<file path="src/rtl/piezo_sound_ctrl_if.sv">
// Request/status bundle between the game FSM and the piezo sequencer.
// Latency: none (wires only).
// Backpressure: none; requests are level-sampled every cycle, never stalled.
interface piezo_sound_ctrl_if;
  logic       req_tick;
  logic       req_defused;
  logic       req_explode;
  logic       pizo;
  logic       busy;
  logic [1:0] cur_src;

  modport master (
    output req_tick, req_defused, req_explode,
    input  pizo, busy, cur_src
  );

  modport slave (
    input  req_tick, req_defused, req_explode,
    output pizo, busy, cur_src
  );
endinterface

</file>
<file path="src/rtl/piezo_sound_ctrl.sv">
// Piezo arbiter/sequencer: latches tick/defused/explode requests, grants by
// fixed priority with preemption and plays the granted note pattern as a square wave.
// Latency: request to sound 2 cycles. Backpressure: none; losing requests are discarded.
module piezo_sound_ctrl #(
  parameter int HP0        = 2272,
  parameter int HP1        = 1912,
  parameter int HP2        = 1516,
  parameter int HP3        = 1275,
  parameter int NOTE_LEN   = 250000,
  parameter int TICK_LEN   = 50000,
  parameter int ALARM_REPS = 8
) (
  input  logic               clk,
  input  logic               rst,
  piezo_sound_ctrl_if.slave  bus
);

  localparam int HP_MAX01 = (HP0 > HP1) ? HP0 : HP1;
  localparam int HP_MAX23 = (HP2 > HP3) ? HP2 : HP3;
  localparam int HP_MAX   = (HP_MAX01 > HP_MAX23) ? HP_MAX01 : HP_MAX23;
  localparam int LEN_MAX  = (NOTE_LEN > TICK_LEN) ? NOTE_LEN : TICK_LEN;
  localparam int TW       = $clog2(HP_MAX + 1);
  localparam int DW       = $clog2(LEN_MAX + 1);
  localparam int RW       = $clog2(ALARM_REPS + 1);

  // State encoding doubles as the cur_src code.
  typedef enum logic [1:0] {
    ST_IDLE   = 2'd0,
    ST_TICK   = 2'd1,
    ST_MELODY = 2'd2,
    ST_ALARM  = 2'd3
  } state_t;

  state_t          state_q, state_d;
  logic [1:0]      note_q, note_d;
  logic [RW-1:0]   rep_q, rep_d;
  logic [DW-1:0]   dur_q, dur_d;
  logic [TW-1:0]   tone_q, tone_d;
  logic            pizo_q, pizo_d;
  logic            busy_q, busy_d;
  logic            pend_t_q, pend_t_d;
  logic            pend_d_q, pend_d_d;
  logic            pend_e_q, pend_e_d;

  logic [TW-1:0]   hp_cur;
  logic            clr_t, clr_d, clr_e;
  logic            grant_e, grant_m, grant_t;
  logic            note_start;

  // Half-period of the note currently sounding.
  always_comb begin
    hp_cur = TW'(HP0);
    case (note_q)
      2'd0:    hp_cur = TW'(HP0);
      2'd1:    hp_cur = TW'(HP1);
      2'd2:    hp_cur = TW'(HP2);
      default: hp_cur = TW'(HP3);
    endcase
  end

  // Next-state: arbitration, note sequencing, tone and duration counting.
  always_comb begin
    state_d    = state_q;
    note_d     = note_q;
    rep_d      = rep_q;
    clr_t      = 1'b0;
    clr_d      = 1'b0;
    clr_e      = 1'b0;
    grant_e    = 1'b0;
    grant_m    = 1'b0;
    grant_t    = 1'b0;
    note_start = 1'b0;

    dur_d = dur_q + DW'(1);
    if (tone_q == hp_cur - TW'(1)) begin
      tone_d = '0;
      pizo_d = ~pizo_q;
    end else begin
      tone_d = tone_q + TW'(1);
      pizo_d = pizo_q;
    end

    case (state_q)
      ST_IDLE: begin
        if (pend_e_q)      grant_e = 1'b1;
        else if (pend_d_q) grant_m = 1'b1;
        else if (pend_t_q) grant_t = 1'b1;
      end
      ST_TICK: begin
        // A tick queued behind this one stays pending until we return to IDLE.
        if (pend_e_q)                          grant_e = 1'b1;
        else if (pend_d_q)                     grant_m = 1'b1;
        else if (dur_q == DW'(TICK_LEN - 1))   state_d = ST_IDLE;
      end
      ST_MELODY: begin
        if (pend_e_q) begin
          grant_e = 1'b1;
        end else begin
          clr_d = 1'b1;
          clr_t = 1'b1;
          if (dur_q == DW'(NOTE_LEN - 1)) begin
            if (note_q == 2'd3) begin
              state_d = ST_IDLE;
            end else begin
              note_d     = note_q + 2'd1;
              note_start = 1'b1;
            end
          end
        end
      end
      ST_ALARM: begin
        // The alarm is uninterruptible; every request is dropped while it plays.
        clr_e = 1'b1;
        clr_d = 1'b1;
        clr_t = 1'b1;
        if (dur_q == DW'(NOTE_LEN - 1)) begin
          if (note_q == 2'd0) begin
            note_d     = 2'd3;
            note_start = 1'b1;
          end else if (rep_q == RW'(ALARM_REPS - 1)) begin
            state_d = ST_IDLE;
          end else begin
            rep_d      = rep_q + RW'(1);
            note_d     = 2'd0;
            note_start = 1'b1;
          end
        end
      end
      default: state_d = ST_IDLE;
    endcase

    if (grant_e) begin
      state_d    = ST_ALARM;
      note_d     = 2'd0;
      rep_d      = '0;
      note_start = 1'b1;
      clr_e      = 1'b1;
      clr_d      = 1'b1;
      clr_t      = 1'b1;
    end else if (grant_m) begin
      state_d    = ST_MELODY;
      note_d     = 2'd0;
      note_start = 1'b1;
      clr_d      = 1'b1;
      clr_t      = 1'b1;
    end else if (grant_t) begin
      state_d    = ST_TICK;
      note_d     = 2'd3;
      note_start = 1'b1;
      clr_t      = 1'b1;
    end

    // Every note begins from a clean low phase; IDLE holds the pin low.
    if (note_start || (state_d == ST_IDLE)) begin
      dur_d  = '0;
      tone_d = '0;
      pizo_d = 1'b0;
    end

    busy_d = (state_d != ST_IDLE);

    // A fresh request on the same edge as a clear keeps the flag set.
    pend_t_d = bus.req_tick    | (pend_t_q & ~clr_t);
    pend_d_d = bus.req_defused | (pend_d_q & ~clr_d);
    pend_e_d = bus.req_explode | (pend_e_q & ~clr_e);
  end

  // All sequencer state and registered outputs.
  always_ff @(posedge clk or posedge rst) begin
    if (rst) begin
      state_q  <= ST_IDLE;
      note_q   <= 2'd0;
      rep_q    <= '0;
      dur_q    <= '0;
      tone_q   <= '0;
      pizo_q   <= 1'b0;
      busy_q   <= 1'b0;
      pend_t_q <= 1'b0;
      pend_d_q <= 1'b0;
      pend_e_q <= 1'b0;
    end else begin
      state_q  <= state_d;
      note_q   <= note_d;
      rep_q    <= rep_d;
      dur_q    <= dur_d;
      tone_q   <= tone_d;
      pizo_q   <= pizo_d;
      busy_q   <= busy_d;
      pend_t_q <= pend_t_d;
      pend_d_q <= pend_d_d;
      pend_e_q <= pend_e_d;
    end
  end

  assign bus.pizo    = pizo_q;
  assign bus.busy    = busy_q;
  assign bus.cur_src = state_q;

endmodule

</file>
<file path="src/flat_wrapper.sv">
// flat-port wrapper written by rule: the top's interface ports become plain ports
module piezo_sound_ctrl_flat 
#(
  parameter int HP0        = 2272,
  parameter int HP1        = 1912,
  parameter int HP2        = 1516,
  parameter int HP3        = 1275,
  parameter int NOTE_LEN   = 250000,
  parameter int TICK_LEN   = 50000,
  parameter int ALARM_REPS = 8
)
  (clk, rst, bus_req_tick, bus_req_defused, bus_req_explode, bus_pizo, bus_busy, bus_cur_src);
  piezo_sound_ctrl_if bus_i ();
  input  logic clk;
  input  logic rst;
  input wire logic [$bits(bus_i.req_tick)-1:0] bus_req_tick;
  input wire logic [$bits(bus_i.req_defused)-1:0] bus_req_defused;
  input wire logic [$bits(bus_i.req_explode)-1:0] bus_req_explode;
  output wire logic [$bits(bus_i.pizo)-1:0] bus_pizo;
  output wire logic [$bits(bus_i.busy)-1:0] bus_busy;
  output wire logic [$bits(bus_i.cur_src)-1:0] bus_cur_src;
  assign bus_i.req_tick = bus_req_tick;
  assign bus_i.req_defused = bus_req_defused;
  assign bus_i.req_explode = bus_req_explode;
  assign bus_pizo = bus_i.pizo;
  assign bus_busy = bus_i.busy;
  assign bus_cur_src = bus_i.cur_src;
  piezo_sound_ctrl #(.HP0(HP0), .HP1(HP1), .HP2(HP2), .HP3(HP3), .NOTE_LEN(NOTE_LEN), .TICK_LEN(TICK_LEN), .ALARM_REPS(ALARM_REPS)) u_core (.clk(clk), .rst(rst), .bus(bus_i));
endmodule
</file>
<file path="config.mk">
export PLATFORM = sky130hd
export DESIGN_NAME = piezo_sound_ctrl_flat
export DESIGN_NICKNAME = d
export VERILOG_FILES = /design/src/rtl/piezo_sound_ctrl_if.sv /design/src/rtl/piezo_sound_ctrl.sv /design/src/flat_wrapper.sv
export SDC_FILE = /design/constraint.sdc
export NUM_CORES = 1
export LEC_CHECK = 0
export ABC_AREA = 1
export BUFFER_PORTS_ARGS = -buffer_cell sky130_fd_sc_hd__buf_2
export CAP_MARGIN = 20
export CELL_PAD_IN_SITES_DETAIL_PLACEMENT = 0
export CELL_PAD_IN_SITES_GLOBAL_PLACEMENT = 2
export CORE_MARGIN = 4
export CORE_UTILIZATION = 39
export CTS_CLUSTER_DIAMETER = 50
export DETAILED_ROUTE_END_ITERATION = 10
export PLACE_DENSITY_LB_ADDON = 0.1
export SLEW_MARGIN = 20
export SYNTH_ARGS = -nofsm -noshare
export SYNTH_HDL_FRONTEND = slang
export SYNTH_SLANG_ARGS = --single-unit
</file>
<file path="constraint.sdc">
create_clock -name clk -period 4.95 [get_ports clk]
set_input_delay 0.2475 -clock clk [delete_from_list [all_inputs] [get_ports clk]]
set_output_delay 0.2475 -clock clk [all_outputs]
set_load 0.01 [all_outputs]
</file>
## Word level (Yosys, flattened, before mapping)

Index checks and enable logic that the tools add are counted.

| storage, ports and cells | value |
|---|---|
| input bits | 5 |
| word-level logic and storage cells | 117 |
| output and inout bits | 4 |
| register bits after elaboration | 43 |

| cells by class | value |
|---|---|
| multiplexer cells | 62 |
| bitwise operators | 10 |
| eq/ne operators | 17 |
| reduce and logical (&&, ||, !) cells | 13 |
| add/subtract/negate cells | 5 |

Operators by type and width:

| operator | count |
|---|---|
| 2-to-1 mux 2 bit | 21 |
| case mux 12 bit (3 select lines) | 1 |
| 2-to-1 mux 1 bit | 28 |
| 2-to-1 mux 12 bit | 2 |
| 2-to-1 mux 4 bit | 5 |
| adder 18 x 1 -> 18 bit, second input constant | 1 |
| equality test 18 x 16 -> 1 bit, second input constant | 1 |
| equality test 18 bit, second input constant | 1 |
| 2-to-1 mux 18 bit | 1 |
| adder 12 x 1 -> 12 bit, second input constant | 1 |
| equality test 12 bit | 1 |
| subtractor 12 x 1 -> 12 bit, second input constant | 1 |
| inequality test 5 x 1 -> 1 bit, second input constant | 2 |
| equality test 2 bit, second input constant | 4 |
| nonzero test 2 bit | 4 |
| logical NOT 2 bit | 3 |
| inequality test 6 x 2 -> 1 bit, second input constant | 1 |
| case mux 2 bit (3 select lines) | 1 |
| AND reduction 6 bit | 1 |
| inequality test 5 x 2 -> 1 bit, second input constant | 1 |
| inequality test 5 bit, second input constant | 1 |
| nonzero test 5 bit | 1 |
| adder 4 x 1 -> 4 bit, second input constant | 1 |
| equality test 2 x 1 -> 1 bit, second input constant | 2 |
| other kinds (12) | 21 |

## Depth between registers and ports, before layout

Gate-level depths: netlist of the first run.

| logic depth | value |
|---|---|
| depth in word-level cells | 11 |
| mapped depth | 12 |
| gate-level depth less buffers | 11 |

## Least setup slack after synthesis of the first run

No wires, ideal clock.

| timing path | value |
|---|---|
| path kind | reg2reg |
| from | register u_core.dur_q[0] |
| to | register u_core.dur_q[2] |
| arrival | 1.548 ns |
| period minus slack after synthesis | 1.669 ns |
| data required time | 4.829 ns |
| slack | 3.281 ns |
| path buffers | 1 |
| library setup time | 0.121 ns |
| cell stages (with the launch flop) | 12 |
| cells stage by stage | dfrtp_1 > ha_1 > nand3_2 > nor2_2 > nand2_1 > nand2_1 > nand2_2 > nor2_4 > nand3_4 > nand2_4 > buf_8 > nor2_2 |

| on the way | value |
|---|---|
| word-level cells in the longest chain between the ends | 11 |
| elaborated cells on any way between the ends | 23 |
| classes of those cells | add/sub (1); eq/ne (2); mux (18); reduce/logical (2) |

Ends and longest elaborated chain:

| what | RTL line | RTL |
|---|---|---|
| start: declaration | piezo_sound_ctrl.sv:37 | `logic [DW-1:0] dur_q, dur_d;` |
| start signal: assignment | piezo_sound_ctrl.sv:185 | `dur_q <= dur_d;` |
| equality test 18 x 16 -> 1 bit | piezo_sound_ctrl.sv:93 | `else if (dur_q == DW'(TICK_LEN - 1)) state_d = ST_IDLE;` |
| 2-to-1 mux 2 bit | piezo_sound_ctrl.sv:93 |  |
| 2-to-1 mux 2 bit | piezo_sound_ctrl.sv:92 | `else if (pend_d_q) grant_m = 1'b1;` |
| 2-to-1 mux 2 bit | piezo_sound_ctrl.sv:91 | `if (pend_e_q) grant_e = 1'b1;` |
| case mux 2 bit (3 select lines) | piezo_sound_ctrl.sv:83 | `case (state_q)` |
| 2-to-1 mux 2 bit | piezo_sound_ctrl.sv:146 | `end else if (grant_t) begin` |
| 2-to-1 mux 2 bit | piezo_sound_ctrl.sv:140 | `end else if (grant_m) begin` |
| 2-to-1 mux 2 bit | piezo_sound_ctrl.sv:132 | `if (grant_e) begin` |
| logical NOT 2 bit | piezo_sound_ctrl.sv:154 | `if (note_start \|\| (state_d == ST_IDLE)) begin` |
| logical OR 1 bit | piezo_sound_ctrl.sv:154 |  |
| 2-to-1 mux 18 bit (*) | piezo_sound_ctrl.sv:154 |  |
| via u_core.dur_d[2] | piezo_sound_ctrl.sv:37 |  |

The timed path passes the listed nets; every way through them passes the cells marked *.
A chain may end at the register's enable or synchronous reset.

## Worst setup path in the final report of the first run

| timing path | value |
|---|---|
| from | register u_core.note_q[0] |
| to | register u_core.dur_q[15] |

| on the way | value |
|---|---|
| word-level cells in the longest chain between the ends | 11 |
| elaborated cells on any way between the ends | 23 |
| classes of those cells | eq/ne (1); mux (19); reduce/logical (3) |

Ends and longest elaborated chain:

| what | RTL line | RTL |
|---|---|---|
| start: declaration | piezo_sound_ctrl.sv:35 | `logic [1:0] note_q, note_d;` |
| start signal: assignment | piezo_sound_ctrl.sv:183 | `note_q <= note_d;` |
| equality test 2 bit | piezo_sound_ctrl.sv:102 | `if (note_q == 2'd3) begin` |
| 2-to-1 mux 2 bit | piezo_sound_ctrl.sv:102 |  |
| 2-to-1 mux 2 bit | piezo_sound_ctrl.sv:101 | `if (dur_q == DW'(NOTE_LEN - 1)) begin` |
| 2-to-1 mux 2 bit | piezo_sound_ctrl.sv:96 | `if (pend_e_q) begin` |
| case mux 2 bit (3 select lines) | piezo_sound_ctrl.sv:83 |  |
| 2-to-1 mux 2 bit | piezo_sound_ctrl.sv:146 |  |
| 2-to-1 mux 2 bit | piezo_sound_ctrl.sv:140 |  |
| 2-to-1 mux 2 bit | piezo_sound_ctrl.sv:132 |  |
| logical NOT 2 bit | piezo_sound_ctrl.sv:154 |  |
| logical OR 1 bit (*) | piezo_sound_ctrl.sv:154 |  |
| 2-to-1 mux 18 bit (*) | piezo_sound_ctrl.sv:154 |  |
| via u_core.dur_d[15] | piezo_sound_ctrl.sv:37 |  |

Marks and branches as above.

==> impl_metrics.json, run 1 <==
{
  "ys_top_cells_by_count": "nand2_1 (77), nor2_1 (55), inv_1 (47)",
  "final-max-slew-violation-count": 0,
  "synthCells": 363,
  "hold_start": "bus_req_explode",
  "yosys.area_share.simple": 0.352,
  "wl_mm": 5.98,
  "synth.most_common_cell": "nand2_1",
  "synth_adder_area_share": 0.0372,
  "multi_input_area_um2": 1370,
  "finalHoldViolCount": 0,
  "netlist.top_cell.by_area": "dfrtp_1",
  "gp_congestion": 0.795,
  "power_density_nw_per_um2": 434,
  "async_reset_ff_frac": 1.00,
  "setup-violations-final": 0,
  "hpwl_mm": 4.40,
  "grt_overflow_total": 0,
  "path_cells": "inv_1 > ha_1 > inv_1 > nand2_1 > nand2_1 > o21ai_1 > nand3_1 > nand2_1 > inv_2 > nand2_4 > nor2_1",
  "layout-drive-gt1-share": 0.126,
  "critical_path_class": "reg -> reg",
  "die-height_um": 91.1,
  "tns_ns": 0,
  "slowest_stage": "dfrtp_1",
  "cp_max_fo": 31,
  "start_util": 0.399,
  "vias_per_cell": 4.91,
  "clkTransAtPathRegs_ns": 0.09,
  "outcome": "finished clean",
  "synth_area_leaders": "dfrtp_1 (40%), nand2_1 (11%), nor2_1 (7.7%), inv_1 (6.6%), xor2_1 (5.9%)",
  "grt_pass1_wl_mm": 10.3,
  "portBuffers": 8,
  "cp.required_ns": 5.11,
  "grt_max_degree": 44,
  "syn_nets": 376,
  "critPathLaunchType": "flop",
  "wl_met1_mm": 2.96,
  "syn_avg_cell_area_um2": 7.42,
  "finalPower_mw": 1.26,
  "fin_area_um2": 2900,
  "grt_setup_unrepaired": "no",
  "synth_mux_area_frac": 0,
  "clk_path_buf_depth": 2,
  "skew_ns": 0.0110,
  "timing.rr.start": "u_core.note_q[0]",
  "ctsRootBufferMaster": "clkbuf_8",
  "vdd_ir_drop_max_uv": 193,
  "num_vias": 2218,
  "leakagePower_nw": 1.40,
  "core_um2": 6760,
  "crit_arrival_ns": 2.29,
  "seq_area_um2": 1080,
  "wl_per_cell_um": 13.2,
  "diodes": 0,
  "route.met2.wl_mm": 2.75,
  "synth-compound-area-share": 0.0516,
  "cts_tree": "done",
  "hold_buffers": 0,
  "yosys_register_bits": 43,
  "synth_area_um2": 2690,
  "die_area_um2": 8300,
  "clk_latency_ns": 0.30,
  "ctsResizeCount": 0,
  "synth-xor-area-share": 0.0683,
  "clock-sinks": 43,
  "dr.pass1.iters": 4,
  "syn_to_final_growth_pct": 7.57,
  "period_minus_slack_ns": 2.12,
  "ys_types": 28,
  "drtAntennaViolNets": 0,
  "synth.top_cell.area_share": 0.400,
  "first_iter_violations": 92,
  "final.period_utilization": 0.429,
  "synth_top_family_by_area": "simple AND/OR/NAND/NOR gates",
  "cap_violations": 0,
  "cp-startpoint": "u_core.note_q[0]",
  "ys_seq_area_frac": 0.400,
  "worstMarginPinSlew_ns": 0.938,
  "track_usage": 0.151,
  "yosysWarningCount": 0,
  "drc": 0,
  "numCtsBuffers": 5,
  "dr.max_layer_used": "met4",
  "antenna_found_initial": 0,
  "fill_cells": 714,
  "io_pins": 9,
  "met3WireLength_um": 158,
  "rows": 30,
  "htree_levels": 2,
  "cpLargestDelayFamily": "simple AND/OR/NAND/NOR gates",
  "synth-edff-count": 0,
  "place_area_um2": 2780,
  "hp-class": "in -> reg",
  "path_common_cell": "nand2_1",
  "nets": 384,
  "critPathBufInv": 3,
  "clock.fmax_mhz": 471,
  "grt_pass1_vias": 2144,
  "cts_setup_buffers": 0,
  "max_stage_delay_ns": 0.41,
  "die_w_um": 91.1,
  "slew_headroom": 0.373,
  "synthFlopType": "dfrtp_1",
  "end_kind": "flop"
}
-- registers in the layout (all words and copies together) (netlist names) --
signal,cells
u_core.rep_q,4
u_core.pend_t_q,1
u_core.bus.busy,1
u_core.bus.pizo,1
u_core.pend_e_q,1
u_core.tone_q,12
u_core.note_q,2
u_core.bus.cur_src,2
u_core.dur_q,18
u_core.pend_d_q,1
-- where the power goes --
group          internal [mW]  switching (mW)
Sequential             0.425          0.0865
Combinational          0.182           0.275
Clock                  0.163           0.125
Total                  0.771           0.486
-- final timing paths --
check / endpoint / slack [ns] / cells past startpoint
hold reg to reg: u_core.dur_q[0] / 0.53 / 1
hold / removal: u_core.pend_e_q / 0.06 / 1
min in group asynchronous: u_core.tone_q[7] / 0.16 / 2
setup / recovery: u_core.dur_q[15] / 2.83 / 11
setup reg to reg: u_core.dur_q[15] / 2.83 / 11
max in group asynchronous: u_core.pend_d_q / 4.20 / 2
-- per-layer routing --
metal | global-route usage | vias to the layer above
li1 | - | 1152
met1 | 0.206 | 1029
met2 | 0.238 | 27
met3 | 0.0323 | 10
met4 | 0.0515 | 0
met5 | 0 | -
-- cells in the final DEF, fill, tap and decap left out, types with 4 or more instances in the layout --
master	synthesis	layout
o21ai_0	19	19
nor3_1	4	4
nor4_1	4	4
inv_2	4	5
nand2_1	77	77
clkbuf_8	0	6
xor2_1	18	18
nor2_1	55	55
or2_2	5	5
nand3_1	31	31
ha_1	8	8
nand4_1	10	10
nor2_2	13	13
dfrtp_1	43	43
buf_2	1	8
a21oi_1	6	6
inv_1	47	46
-- metrics by stage --
stage | hold WS, ns | utilization | setup slack [ns] | std cells
final | 0.0615 | 0.429 | 2.83 | 452
after global routing | 0.0358 | 0.429 | 2.56 | 452
after CTS | 0.0432 | 0.429 | 2.78 | 452
after detailed placement | 0.358 | 0.411 | 2.83 | 444
after global placement | 0.356 | 0.411 | 2.78 | 444
after floorplan | 0.345 | - | 3.28 | 363
-- layout make-up --
type / count / share of cell area
clock inverter: 2 / 0.0121
tap: 80 / 0.0346
timing repair buffer: 8 / 0.0138
inverter: 51 / 0.0661
multi-input combinational: 262 / 0.473
sequential: 43 / 0.371
clock buffer: 6 / 0.0285
-- logic make-up (layout without fill, tap and decap cells) --
group	Yosys count	after routing
simple gates	206	206
compound gates	27	27
buf+inv	58	67
xor+xnor	21	21
fa+ha+maj	8	8
flops	43	43
(Power assumes the default switching activity.)
==> inputs of run 2 (changes only) <==
--- a/config.mk
+++ b/config.mk
@@ -11,7 +11,7 @@
 export CELL_PAD_IN_SITES_DETAIL_PLACEMENT = 0
 export CELL_PAD_IN_SITES_GLOBAL_PLACEMENT = 2
 export CORE_MARGIN = 4
-export CORE_UTILIZATION = 39
+export CORE_UTILIZATION = 33
 export CTS_CLUSTER_DIAMETER = 50
 export DETAILED_ROUTE_END_ITERATION = 10
 export PLACE_DENSITY_LB_ADDON = 0.1
==> constraint.sdc (replaced) <==
create_clock -name clk -period 1.8 [get_ports clk]
set_input_delay 0.09 -clock clk [delete_from_list [all_inputs] [get_ports clk]]
set_output_delay 0.09 -clock clk [all_outputs]
set_load 0.01 [all_outputs]
==> run 2 against run 1 <==
Compared with the run above: the run now ends with setup timing left; wire length up 22%; largest cell class unchanged; non-clock buffer count rose by 52; hold slack better by 0.30 ns; die area increased by 17%; sequential share of layout area fell by 8.3 points; clock-buffer cell count shrank 1; largest power group is now combinational cells; sequential cell count is the same; first-iteration DRC count is 38% lower; global-route usage fell by 0.87 points; via count up 12%; sequential power increased to 2.8 times the previous value.
==> impl_metrics.json, run 2 (synthesis results as in run 1) <==
{
  "drc": 0,
  "start_util": 0.343,
  "wl_per_cell_um": 13.9,
  "cp_max_fo": 6,
  "layout-drive-gt1-share": 0.374,
  "leakagePower_nw": 1.72,
  "seq_power_share": 0.336,
  "switchingPower_mw": 1.66,
  "period_minus_slack_ns": 1.80,
  "die_area_um2": 9670,
  "wl_mm": 7.29,
  "clock_power_share": 0.181,
  "antenna_found_initial": 0,
  "numCtsBuffers": 5,
  "htree_levels": 2,
  "syn_to_final_growth_pct": 39.0,
  "layout_common_cells": "nand2_1 (64), inv_1 (43), dfrtp_1 (40)",
  "post-route-worst-setup-slack_ns": -0.00147,
  "timing.hold.ws_ns": 0.364,
  "die-height_um": 98.3,
  "largest_reg_flops": 18,
  "track_usage": 0.143,
  "finalPower_mw": 4.20,
  "grt_use_met2": 0.246,
  "vias_per_cell": 4.73,
  "grt_setup_unrepaired": "yes",
  "max_stage_delay_ns": 0.43,
  "slowest_stage": "dfrtp_1",
  "timing.rr.start": "u_core.note_q[1]",
  "netSwitchingFraction": 0.394,
  "nets": 436,
  "finalHoldViolCount": 0,
  "grt_pass1_wl_mm": 11.5,
  "fin_area_um2": 3740,
  "largest-register": "u_core.dur_q",
  "drtAntennaViolNets": 0,
  "final-max-slew-violation-count": 0,
  "path_cells": "inv_2 > ha_4 > buf_6 > nand2_2 > nand4_1 > nor4_2 > nand3_2 > buf_6 > nand3_2 > nor2_2",
  "cp-endpoint": "u_core.tone_q[4]",
  "power_density_nw_per_um2": 1120,
  "skew_ns": 0.0132,
  "clk_latency_ns": 0.30,
  "place_area_um2": 3080,
  "portBuffers": 8,
  "combinationalPowerShare": 0.483,
  "cts_tree": "done",
  "critical_path_class": "reg -> reg",
  "cp.required_ns": 1.99,
  "core_um2": 7850,
  "slew_headroom": 0.658,
  "met3_usage": 0.0236,
  "clock-sinks": 43,
  "cp-startpoint": "u_core.note_q[1]",
  "crit_arrival_ns": 1.99,
  "first_iter_violations": 57,
  "intPower_mw": 2.55,
  "violations": "setup timing",
  "clk_path_buf_depth": 2,
  "final.period_utilization": 1.00,
  "critPathLaunchType": "flop",
  "fill_cells": 805,
  "dr.pass1.iters": 4,
  "grt_pass1_vias": 2445,
  "hpwl_mm": 5.01,
  "num_vias": 2484,
  "cap_violations": 0,
  "reg2reg_to": "u_core.tone_q[4]",
  "use_met1": 0.187,
  "final_common_cell": "nand2_1",
  "io_pins": 9,
  "clkTransAtPathRegs_ns": 0.09,
  "worstRegToRegCells": 10,
  "top_regs": "u_core.dur_q x18, u_core.tone_q x12, u_core.rep_q x4",
  "end_kind": "flop",
  "rows": 32,
  "worstMarginPinSlew_ns": 0.513,
  "setup-violations-final": 2,
  "hp-class": "in -> async",
  "final_util": 0.477,
  "grt_max_degree": 23,
  "vdd_ir_drop_max_uv": 684,
  "busiest_layer": "met2",
  "grt_overflow_total": 0,
  "diodes": 0,
  "r2r_setup_slack_ns": -0.001,
  "outcome": "finished, violations left",
  "gp_congestion": 0.860,
  "ctsRootBufferMaster": "clkbuf_8",
  "clock.fmax_mhz": 555,
  "die_w_um": 98.3
}
==> run 2: changes by cell type in the layout (fill, tap and decap cells not counted), sizes merged <==
cell,before,now
clkinvlp,0,1
dlygate4sd3,0,4
buf,8,54
clkbuf,6,7
inv,51,50
==> run 2: what timing repair did <==
action / 4_1_cts / 5_1_grt
resized for setup: 7 / 85
pin swaps: 0 / 29
cloned: 0 / 3
endpoints found under the setup margin: 33 / 34
hold endpoints to repair: 24 / 0
setup buffers: 0 / 14
hold buffers: 4 / 0
==> run 2: worst min path at each step <==
stage                          startpoint               end  cells after the start
after floorplan           bus_req_defused   u_core.pend_d_q                      1
after detailed placement              rst   u_core.dur_q[3]                      2
after CTS                             rst   u_core.dur_q[9]                      3
after global routing                  rst   u_core.dur_q[3]                      3
final                                 rst  u_core.dur_q[17]                      3
after global placement                rst   u_core.dur_q[3]                      2
==> run 2: final cells by class <==
| class | count | area, um^2 | share of cell area |
|---|---|---|---|
| Clock buffer | 5 | 68.8 | 0.0184 |
| Clock inverter | 2 | 37.5 | 0.0100 |
| Inverter | 51 | 196 | 0.0525 |
| Multi-Input combinational cell | 262 | 1700 | 0.455 |
| Sequential cell | 43 | 1080 | 0.288 |
| Tap cell | 102 | 128 | 0.0341 |
| Timing Repair Buffer | 60 | 532 | 0.142 |
==> run 2: power groups by stage <==
stage | Sequential (mW) | Clock (mW) | Combinational [mW]
floorplan | 1.35 | 0 | 1.03
global placement | 1.40 | 0 | 1.54
detailed placement | 1.39 | 0 | 1.53
CTS | 1.38 | 0.790 | 1.57
global route | 1.45 | 0.825 | 2.26
finish | 1.41 | 0.760 | 2.03
==> run 2: worst max-delay path, delay by kind of cell, from the launching register on <==
| family | cells | cell delay (ns) |
|---|---|---|
| buffers and inverters | 3 | 0.42 |
| DFF | 1 | 0.43 |
| and+or+nand+nor | 6 | 0.65 |
| adders and majority gates | 1 | 0.18 |
==> run 2: routing by layer <==
metal  vias to the layer above  wire (um)
met5                         -          0
met4                         0         46
met3                         4        184
met2                        25       3780
met1                      1187       3280
li1                       1268          -
==> run 2: stage by stage <==
step,worst slack [ns],instances,setup TNS (ns)
3_3_place_gp,-0.0494,497,-1.09
2_1_floorplan,0.131,363,0
6_report,-0.00147,525,-0.00237
5_1_grt,-0.113,525,-2.06
4_1_cts,0.0170,508,0
3_5_place_dp,-0.0669,497,-1.63
==> inputs of run 3 (changes only) <==
--- a/config.mk
+++ b/config.mk
@@ -15,6 +15,7 @@
 export CTS_CLUSTER_DIAMETER = 50
 export DETAILED_ROUTE_END_ITERATION = 10
 export PLACE_DENSITY_LB_ADDON = 0.1
+export RECOVER_POWER = 25
 export SLEW_MARGIN = 20
 export SYNTH_ARGS = -nofsm -noshare
 export SYNTH_HDL_FRONTEND = slang
==> run 3 against run 2 <==
Compared with the run above: the flow still finishes with violations (setup timing); utilization unchanged; power about the same; non-clock buffer count unchanged; clock-buffer cell count stayed put; final cell count unchanged; via count is the same; clock skew did not move; sequential power about the same; hold slack better by 0.057 ns; sequential cell count stayed put; combinational power about the same.
==> impl_metrics.json, run 3 (synthesis results as in run 1) <==
{
  "post-route-worst-setup-slack_ns": -0.00147,
  "use_met1": 0.187,
  "clk_latency_ns": 0.30,
  "cts_tree": "done",
  "max_stage_delay_ns": 0.43,
  "period_minus_slack_ns": 1.80,
  "track_usage": 0.143,
  "top_regs": "u_core.dur_q x18, u_core.tone_q x12, u_core.rep_q x4",
  "grt_overflow_total": 0,
  "layout-drive-gt1-share": 0.371,
  "cap_violations": 0,
  "dr.pass1.iters": 4,
  "slowest_stage": "dfrtp_1",
  "clock.fmax_mhz": 555,
  "largest-register": "u_core.dur_q",
  "vias_per_cell": 4.73,
  "clk_path_buf_depth": 2,
  "grt_pass1_wl_mm": 11.5,
  "largest_reg_flops": 18,
  "hp-class": "in -> reg",
  "critical_path_class": "reg -> reg",
  "slew_headroom": 0.381,
  "final-max-slew-violation-count": 0,
  "cp_max_fo": 6,
  "grt_setup_unrepaired": "yes",
  "io_pins": 9,
  "violations": "setup timing",
  "htree_levels": 2,
  "skew_ns": 0.0132,
  "wl_mm": 7.29,
  "outcome": "finished, violations left",
  "portBuffers": 8,
  "wl_per_cell_um": 13.9,
  "antenna_found_initial": 0,
  "final_cells": 525,
  "layout_common_cells": "nand2_1 (64), inv_1 (44), dfrtp_1 (40)",
  "rows": 32,
  "setup-violations-final": 2,
  "start_util": 0.343,
  "numCtsBuffers": 5,
  "critPathLaunchType": "flop",
  "clock-sinks": 43,
  "grt_pass1_vias": 2445,
  "gp_congestion": 0.860,
  "power_density_nw_per_um2": 1120,
  "timing.hold.ws_ns": 0.420,
  "final_common_cell": "nand2_1",
  "end_kind": "flop",
  "syn_to_final_growth_pct": 39.0,
  "diodes": 0,
  "clkTransAtPathRegs_ns": 0.09,
  "die-height_um": 98.3,
  "crit_arrival_ns": 1.99,
  "cp.required_ns": 1.99,
  "vdd_ir_drop_max_uv": 684,
  "core_um2": 7850,
  "grt_use_met2": 0.246,
  "met3_usage": 0.0236,
  "busiest_layer": "met2",
  "num_vias": 2484,
  "drc": 0,
  "final.period_utilization": 1.00,
  "dp.cells": 497,
  "die_area_um2": 9670,
  "ctsRootBufferMaster": "clkbuf_8",
  "finalHoldViolCount": 0,
  "leakagePower_nw": 1.72,
  "worstMarginPinSlew_ns": 0.928,
  "first_iter_violations": 57,
  "nets": 436,
  "path_cells": "inv_2 > ha_4 > buf_6 > nand2_2 > nand4_1 > nor4_2 > nand3_2 > buf_6 > nand3_2 > nor2_2",
  "grt_max_degree": 23,
  "die_w_um": 98.3,
  "hpwl_mm": 5.01,
  "drtAntennaViolNets": 0
}
## run 3: cell counts in the layout (fill, tap and decap cells not counted)
Identical to the previous run, type by type.
## run 3: path summary, 6_finish.rpt
kind	from	to	slack [ns]	depth (start not counted)
worst min register to register	u_core.rep_q[1]	u_core.rep_q[1]	0.53	2
max in group asynchronous	rst	u_core.tone_q[0]	0.61	4
worst min-delay path	bus_req_defused	u_core.pend_d_q	0.42	2
worst max register to register	u_core.note_q[1]	u_core.tone_q[4]	-0.001	10
min in group asynchronous	rst	u_core.dur_q[17]	0.53	3
worst max-delay path	u_core.note_q[1]	u_core.tone_q[4]	-0.001	10
## run 3: area by class of cell
cell class                      count  area [um^2]
Inverter                           51          196
Timing Repair Buffer               60          532
Tap cell                          102          128
Fill cell                         805         4100
Clock inverter                      2         37.5
Clock buffer                        5         68.8
Sequential cell                    43         1080
Multi-Input combinational cell    262         1700
## run 3: critical path: cells and delay by family, from the launching register on
kind	cells	cell delay (ns)
buffers and inverters	3	0.42
adder cells (fa/ha/maj)	1	0.18
flip-flops	1	0.43
AND/OR/NAND/NOR	6	0.65
## run 3: repair_timing
| action | 4_1_cts | 5_1_grt |
|---|---|---|
| pin swaps | 0 | 29 |
| setup endpoints to repair | 33 | 34 |
| endpoints found under the hold margin | 24 | 0 |
| gates cloned | 0 | 3 |
| setup buffers | 0 | 14 |
| gates resized for setup | 7 | 85 |
| hold buffers | 4 | 0 |
## run 3: per-layer routing
layer  wire length, um  vias to the layer above
met2              3780                       25
met5                 0                        -
met3               184                        4
met4                46                        0
li1                  -                     1267
met1              3280                     1188
## run 3: power breakdown
part / switching, mW / internal, mW / total [mW]
clock: 0.354 / 0.406 / 0.760
sequential: 0.239 / 1.17 / 1.41
combinational: 1.06 / 0.967 / 2.03
total: 1.66 / 2.55 / 4.20
## run 3: metrics by stage
step	util	power, mW	TNS, ns	area (um^2)	setup WS (ns)
final	0.477	4.20	-0.00238	3740	-0.00147
after global routing	0.477	4.53	-2.06	3740	-0.113
after CTS	0.414	3.75	0	3250	0.0170
after detailed placement	0.392	2.92	-1.63	3080	-0.0669
after global placement	0.392	2.94	-1.09	3080	-0.0494
after floorplan	-	2.38	0	2690	0.131
